--- src/rtl/vend_pkg.sv ---
// Shared types and constants for the coin scheduler and the vending core.
package vend_pkg;

    localparam int NUM_COINS = 3;

    typedef enum logic [1:0] {
        COIN_N = 2'd0,
        COIN_D = 2'd1,
        COIN_Q = 2'd2
    } coin_e;

    typedef enum logic [1:0] {
        S_IDLE  = 2'd0,
        S_ISSUE = 2'd1,
        S_HOLD  = 2'd2
    } sched_state_e;

    // Change codes reported by design_1 alongside a vend.
    localparam logic [2:0] CHG_NONE = 3'b000;
    localparam logic [2:0] CHG_5    = 3'b001;
    localparam logic [2:0] CHG_10   = 3'b010;
    localparam logic [2:0] CHG_15   = 3'b011;
    localparam logic [2:0] CHG_20   = 3'b100;

    function automatic coin_e next_coin(input coin_e c);
        case (c)
            COIN_N:  next_coin = COIN_D;
            COIN_D:  next_coin = COIN_Q;
            default: next_coin = COIN_N;
        endcase
    endfunction

endpackage

--- src/rtl/rr_arb3.sv ---
// Three-way combinational round-robin picker: first requester after 'last'.
module rr_arb3 import vend_pkg::*; (
    input  logic [2:0] req,
    input  coin_e      last,
    output logic [2:0] gnt,
    output coin_e      gnt_idx
);

    always_comb begin
        coin_e cand;
        gnt     = 3'b000;
        gnt_idx = last;
        cand    = last;
        for (int k = 0; k < NUM_COINS; k++) begin
            cand = next_coin(cand);
            if (gnt == 3'b000 && req[cand]) begin
                gnt[cand] = 1'b1;
                gnt_idx   = cand;
            end
        end
    end

endmodule

--- src/rtl/vend_coin_sched.sv ---
// Coin scheduler: buffers sensor pulses, forwards one coin per cycle round-robin,
// and freezes coin delivery for a fixed window after each vend.
module vend_coin_sched import vend_pkg::*; #(
    parameter int MAX_PEND    = 3,
    parameter int HOLD_CYCLES = 3
) (
    input  logic         clk_i,
    input  logic         rst_ni,
    input  logic         nickle_i,
    input  logic         dime_i,
    input  logic         quarter_i,
    input  logic         soda_i,
    input  logic [2:0]   change_i,
    output logic         nickle_o,
    output logic         dime_o,
    output logic         quarter_o,
    output logic         soda_o,
    output logic [2:0]   change_o,
    output logic         reject_o,
    output logic         busy_o,
    output sched_state_e dbg_state_o
);

    localparam int CNT_W  = $clog2(MAX_PEND + 1);
    localparam int HOLD_W = (HOLD_CYCLES > 1) ? $clog2(HOLD_CYCLES) : 1;
    localparam logic [CNT_W-1:0]  CNT_MAX   = CNT_W'(MAX_PEND);
    localparam logic [HOLD_W-1:0] HOLD_INIT = HOLD_W'(HOLD_CYCLES - 1);

    sched_state_e           state_q, state_d;
    logic [2:0][CNT_W-1:0]  cnt_q, cnt_d;
    coin_e                  last_q, last_d;
    logic [HOLD_W-1:0]      hold_q, hold_d;
    logic [2:0]             strobe_q, strobe_d;
    logic                   soda_q, soda_d;
    logic [2:0]             change_q, change_d;
    logic                   reject_q, reject_d;
    logic                   busy_q, busy_d;

    logic [2:0] pulse;
    logic [2:0] req;
    logic [2:0] gnt;
    logic [2:0] gnt_eff;
    coin_e      gnt_idx;
    logic       gnt_en;
    logic       any_pend;

    assign pulse = {quarter_i, dime_i, nickle_i};

    always_comb begin
        for (int i = 0; i < NUM_COINS; i++) begin
            req[i] = (cnt_q[i] != '0);
        end
    end

    rr_arb3 u_arb (
        .req     (req),
        .last    (last_q),
        .gnt     (gnt),
        .gnt_idx (gnt_idx)
    );

    // The last hold cycle already decides a grant so the first strobe lands
    // exactly HOLD_CYCLES edges after the vend; a vend in the deciding cycle wins.
    assign gnt_en  = !soda_i &&
                     ((state_q == S_ISSUE) || (state_q == S_HOLD && hold_q == '0));
    assign gnt_eff = gnt_en ? gnt : 3'b000;

    always_comb begin
        cnt_d    = cnt_q;
        reject_d = 1'b0;
        for (int i = 0; i < NUM_COINS; i++) begin
            if (pulse[i] && !gnt_eff[i]) begin
                if (cnt_q[i] == CNT_MAX) begin
                    reject_d = 1'b1;
                end else begin
                    cnt_d[i] = cnt_q[i] + 1'b1;
                end
            end else if (!pulse[i] && gnt_eff[i]) begin
                cnt_d[i] = cnt_q[i] - 1'b1;
            end
        end
        any_pend = (cnt_d != '0);
    end

    always_comb begin
        state_d  = state_q;
        hold_d   = hold_q;
        soda_d   = 1'b0;
        change_d = change_q;
        last_d   = (gnt_eff != 3'b000) ? gnt_idx : last_q;
        if (soda_i) begin
            state_d  = S_HOLD;
            hold_d   = HOLD_INIT;
            soda_d   = 1'b1;
            change_d = change_i;
        end else begin
            case (state_q)
                S_IDLE: begin
                    if (any_pend) state_d = S_ISSUE;
                end
                S_ISSUE: begin
                    if (!any_pend) state_d = S_IDLE;
                end
                S_HOLD: begin
                    if (hold_q == '0) begin
                        state_d = any_pend ? S_ISSUE : S_IDLE;
                    end else begin
                        hold_d = hold_q - 1'b1;
                    end
                end
                default: state_d = S_IDLE;
            endcase
        end
        busy_d   = (state_d != S_IDLE);
        strobe_d = gnt_eff;
    end

    always_ff @(posedge clk_i or negedge rst_ni) begin
        if (!rst_ni) begin
            state_q  <= S_IDLE;
            cnt_q    <= '0;
            last_q   <= COIN_Q;
            hold_q   <= '0;
            strobe_q <= 3'b000;
            soda_q   <= 1'b0;
            change_q <= CHG_NONE;
            reject_q <= 1'b0;
            busy_q   <= 1'b0;
        end else begin
            state_q  <= state_d;
            cnt_q    <= cnt_d;
            last_q   <= last_d;
            hold_q   <= hold_d;
            strobe_q <= strobe_d;
            soda_q   <= soda_d;
            change_q <= change_d;
            reject_q <= reject_d;
            busy_q   <= busy_d;
        end
    end

    assign {quarter_o, dime_o, nickle_o} = strobe_q;
    assign soda_o      = soda_q;
    assign change_o    = change_q;
    assign reject_o    = reject_q;
    assign busy_o      = busy_q;
    assign dbg_state_o = state_q;

endmodule

--- config.mk ---
export PLATFORM = sky130hd
export DESIGN_NAME = vend_coin_sched
export DESIGN_NICKNAME = d
export VERILOG_FILES = /design/src/rtl/vend_pkg.sv /design/src/rtl/rr_arb3.sv /design/src/rtl/vend_coin_sched.sv
export SDC_FILE = /design/constraint.sdc
export NUM_CORES = 1
export LEC_CHECK = 0
export BUFFER_PORTS_ARGS = -buffer_cell sky130_fd_sc_hd__buf_4
export CAP_MARGIN = 25
export CORE_MARGIN = 4
export CORE_UTILIZATION = 60
export DETAILED_ROUTE_END_ITERATION = 10
export PLACE_DENSITY = 0.86
export SYNTH_ARGS = -nofsm -noshare
export SYNTH_HDL_FRONTEND = slang
export SYNTH_SLANG_ARGS = --single-unit
--- constraint.sdc ---
create_clock -name clk_i -period 5.4 [get_ports clk_i]
set_clock_uncertainty 0.2 [all_clocks]
set_input_delay 1.62 -clock clk_i [delete_from_list [all_inputs] [get_ports clk_i]]
set_output_delay 1.62 -clock clk_i [all_outputs]
set_load 0.005 [all_outputs]
==> metrics.md <==
| Metric | Value |
|---|---|
| Post-CTS Hold Buffers | 0 |
| Antenna Cells | 0 |
| First-pass GRT wire length | roughly 4000 microns |
| Fraction of layout cells with a size suffix above 1 | approximately 28% |
| Skew-Pair Late Insertion Delay | around 0.3 ns |
| Post-Synth XOR/XNOR Area | under 10% |
| Die W | 54.66 microns |
| PnR Total Power | 553.5 uW |
| Area Overhead vs Synth | 13.70% |
| CP Max Fanout | 12 |
| Largest family of logic cells by synthesized area | compound AO/OA/AOI/OAI gates |
| Placed Cells incl. Taps | roughly 170 |
| Drt initial violations | 10 |
| Design area | about 0.0015 sq mm |
| Mux contribution to synthesized area | 4.215% |
| Synth unique cells | 47 |
| Synth Area per Inst | between 10 and 15 sq um |
| Post-synth net total | between 100 and 150 |
| Slowest cell delay on critical path | around 0.52 ns |
| Drt pass-1 iters | 4 |
| Vias | slightly below 1k |
| Fraction of the yosys area taken by sequential cells | slightly above 40% |
| Core Area | between 0.002 and 0.0025 sq mm |
| Peak VDD IR | 0.2421 mV |
| Post-DP HPWL | 1721 microns |
| Setup CP Type | in -> reg |
| Synth Area in Simple Gates | 17.15% |
| Sw Share | between 30% and 40% |
| Clock Tree Root | clkbuf_4 |
| RSZ-0062 raised after global routing | false |
| Vias in the first global route | roughly 900 |
| Clock network power share | between 10% and 20% |
| Routed len/inst | roughly 13 microns |
| Pleak | 0.7067 nW |
| Fmax | 300.9 MHz |
| Initial antenna violation count | 0 |
| CTS tree | yes |
| Crit. End Element | flip-flop |
| Hold WC Path Type | reg -> reg |
| Num CTS Buffers | 3 |
| Yosys reg bits | 21 |
| Actual slew at the worst max-slew pin | approximately 0.42 ns |
| Setup bufs post-CTS | 0 |
| Switching power total | between 200 and 250 uW |
| Drt total wl | approximately 2300 microns |
| DRC viols | 0 |
| CTS-repair resized insts | 0 |
| Die ar. | roughly 0.0030 sq mm |
| Fraction of the mapped netlist area in adder cells | between 10% and 20% |
| CP delay by family, top | compound AO/OA/AOI/OAI gates |
| Final hold violation count | 0 |
| Antenna viol nets, final | 0 |
| Critical Path AT | roughly 3.3 ns |
| Cell count after synthesis | 127 |
| IO buf count | 19 |
| WP buf/inv | 1 |
| GPL Wtd Cong | 0.8650 |
| Largest net degree at the start of global routing | 22 |
| H-tree depth | 1 |
| Area after DPL | approximately 0.0015 sq mm |
| Post-synthesis compound-gate area fraction | between 10% and 20% |
| Clock sink count | 21 |
| Placement Rows | 16 |
| Outcome | finished clean |
| Internal power | 339.1 uW |
| Sequential share of power | 43.2% |
| Nets | ~170 |
| Worst path cell trace | buf_4, or3b_4, a221o_1, o311ai_0, o21ai_2, nor4_2, a2bb2oi_1 |
| CP startpoint kind | primary input |
| WP data required | 5.39 ns |
| Critical path's slowest cell | a221o_1 |
| Clock tree buffer depth | 2 |
| Vias/cell | approximately 5.7 |
| Slew headroom | between 70% and 80% |
| GRT Util Overall | between 10% and 20% |
| YS warnings | 0 |
| # IOs | 20 |
| Period utilization | between 60% and 70% |
| Netlist Area Pre-Place | ~0.0013 sq mm |
| Total gr overflow | 0 |
| Die height | between 50 and 60 microns |
| Slew Viols, Final | 0 |
| Setup-failing EPs final | 0 |
| Clock transition at the registers of the reported paths | 0.11 ns |
| Fin crit period | 3.324 ns |
| Initial core utilization | between 60% and 70% |
| Worst hold slack | 0.3207 ns |
| Pwr/cell area | about 370 mW/mm^2 |
| TNS Setup | 0 ns |
| Max-cap violations | 0 |
| Fin cells | around 170 |
| Comb pwr share | a little over two fifths |
-- cells in the mapped netlist, drive strengths merged --
cell type | instances | area, sq um
nand2 | 11 | 41.29
nand2b | 2 | 12.51
nand3b | 1 | 7.510
o21a | 1 | 7.510
dfrtp | 20 | 500.5
or3 | 1 | 6.260
mux2i | 1 | 10.01
o21ai | 9 | 48.80
o311ai | 1 | 8.760
nor4 | 1 | 12.51
a22oi | 1 | 7.510
a32oi | 1 | 8.760
xnor2 | 2 | 17.52
xor2 | 1 | 8.760
a21oi | 5 | 25.02
a221oi | 2 | 35.04
inv | 11 | 41.29
nand3 | 4 | 20.02
and2 | 1 | 8.760
or2 | 4 | 25.03
a31oi | 1 | 6.260
a2bb2oi | 1 | 8.760
buf | 4 | 25.02
o221a | 1 | 11.26
ha | 13 | 162.7
nand4bb | 1 | 11.26
a2111oi | 1 | 27.53
a21boi | 1 | 7.510
nor2b | 1 | 6.260
and2b | 1 | 7.510
nor3b | 2 | 15.01
o211ai | 2 | 15.01
nor2 | 9 | 38.79
a22o | 1 | 8.760
a221o | 1 | 10.01
o22a | 1 | 8.760
mux2 | 4 | 45.04
or3b | 1 | 11.26
dfstp | 1 | 26.28
-- flip-flops by register name (all words and copies together), names as in the netlist --
signal,count
soda_o,1
cnt_q,6
hold_q,2
last_q,2
change_o,3
busy_o,1
reject_o,1
strobe_q,3
dbg_state_o,2
-- through the flow --
stage,utilization (%),setup slack [ns]
4_1_cts,73.45,2.086
6_report,73.45,2.076
3_5_place_dp,72.09,1.746
2_1_floorplan,-,1.978
5_1_grt,73.45,1.960
3_3_place_gp,72.09,1.756
-- layout make-up --
class	instances	area, sq um
Clock buffer	3	22.52
Clock inverter	1	5.005
Fill cell	164	536.8
Inverter	11	41.29
Multi-Input combinational cell	91	713.2
Sequential cell	21	526.8
Tap cell	27	33.78
Timing Repair Buffer	19	142.6
-- layer usage --
metal / wire length (microns) / up-vias / global-route usage, %
met5: 0 / - / 0
met4: 48 / 0 / 9.959
met3: 121 / 7 / 3.270
met2: 1116 / 28 / 29.13
met1: 1043 / 467 / 23.16
li1: - / 481 / -
-- power by group through the flow --
stage | sequential (mW) | clock (mW) | combinational (mW)
2_1_floorplan | 0.235 | 0 | 0.174
3_3_place_gp | 0.239 | 0 | 0.224
3_5_place_dp | 0.242 | 0 | 0.234
4_1_cts | 0.239 | 0.0789 | 0.240
5_1_grt | 0.246 | 0.0859 | 0.269
6_report | 0.239 | 0.0756 | 0.239
-- cell usage in the layout, fill, tap and decap left out, types with 4 or more instances in the layout --
cell type  netlist  routed
a21oi_1          5       5
ha_1            13      13
dfrtp_1         20      20
inv_1           10      10
buf_4            0      19
nor2_1           7       7
o21ai_1          4       4
o21ai_0          4       4
nand2_1         11      11
nand3_1          4       4
mux2_2           4       4
-- cell families (layout without fill, tap and decap cells) --
logic type | Yosys count | in the layout
compound gates | 30 | 30
simple gates | 40 | 40
flops | 21 | 21
fa+ha+maj | 13 | 13
mux | 5 | 5
buf+inv | 15 | 34
xor+xnor | 3 | 3
-- final timing paths --
kind | start | endpoint | slack [ns] | cells past startpoint
worst min register to register | change_o[1] | change_o[1] | 0.32 | 1
min in group asynchronous | rst_ni | reject_o | 0.97 | 1
worst max-delay path | soda_i | busy_o | 2.08 | 7
worst min-delay path | change_o[1] | change_o[1] | 0.32 | 1
max in group asynchronous | rst_ni | last_q[1] | 3.76 | 1
worst max register to register | cnt_q[5] | busy_o | 2.90 | 8
Note: power is estimated with default switching activity, not from simulation.
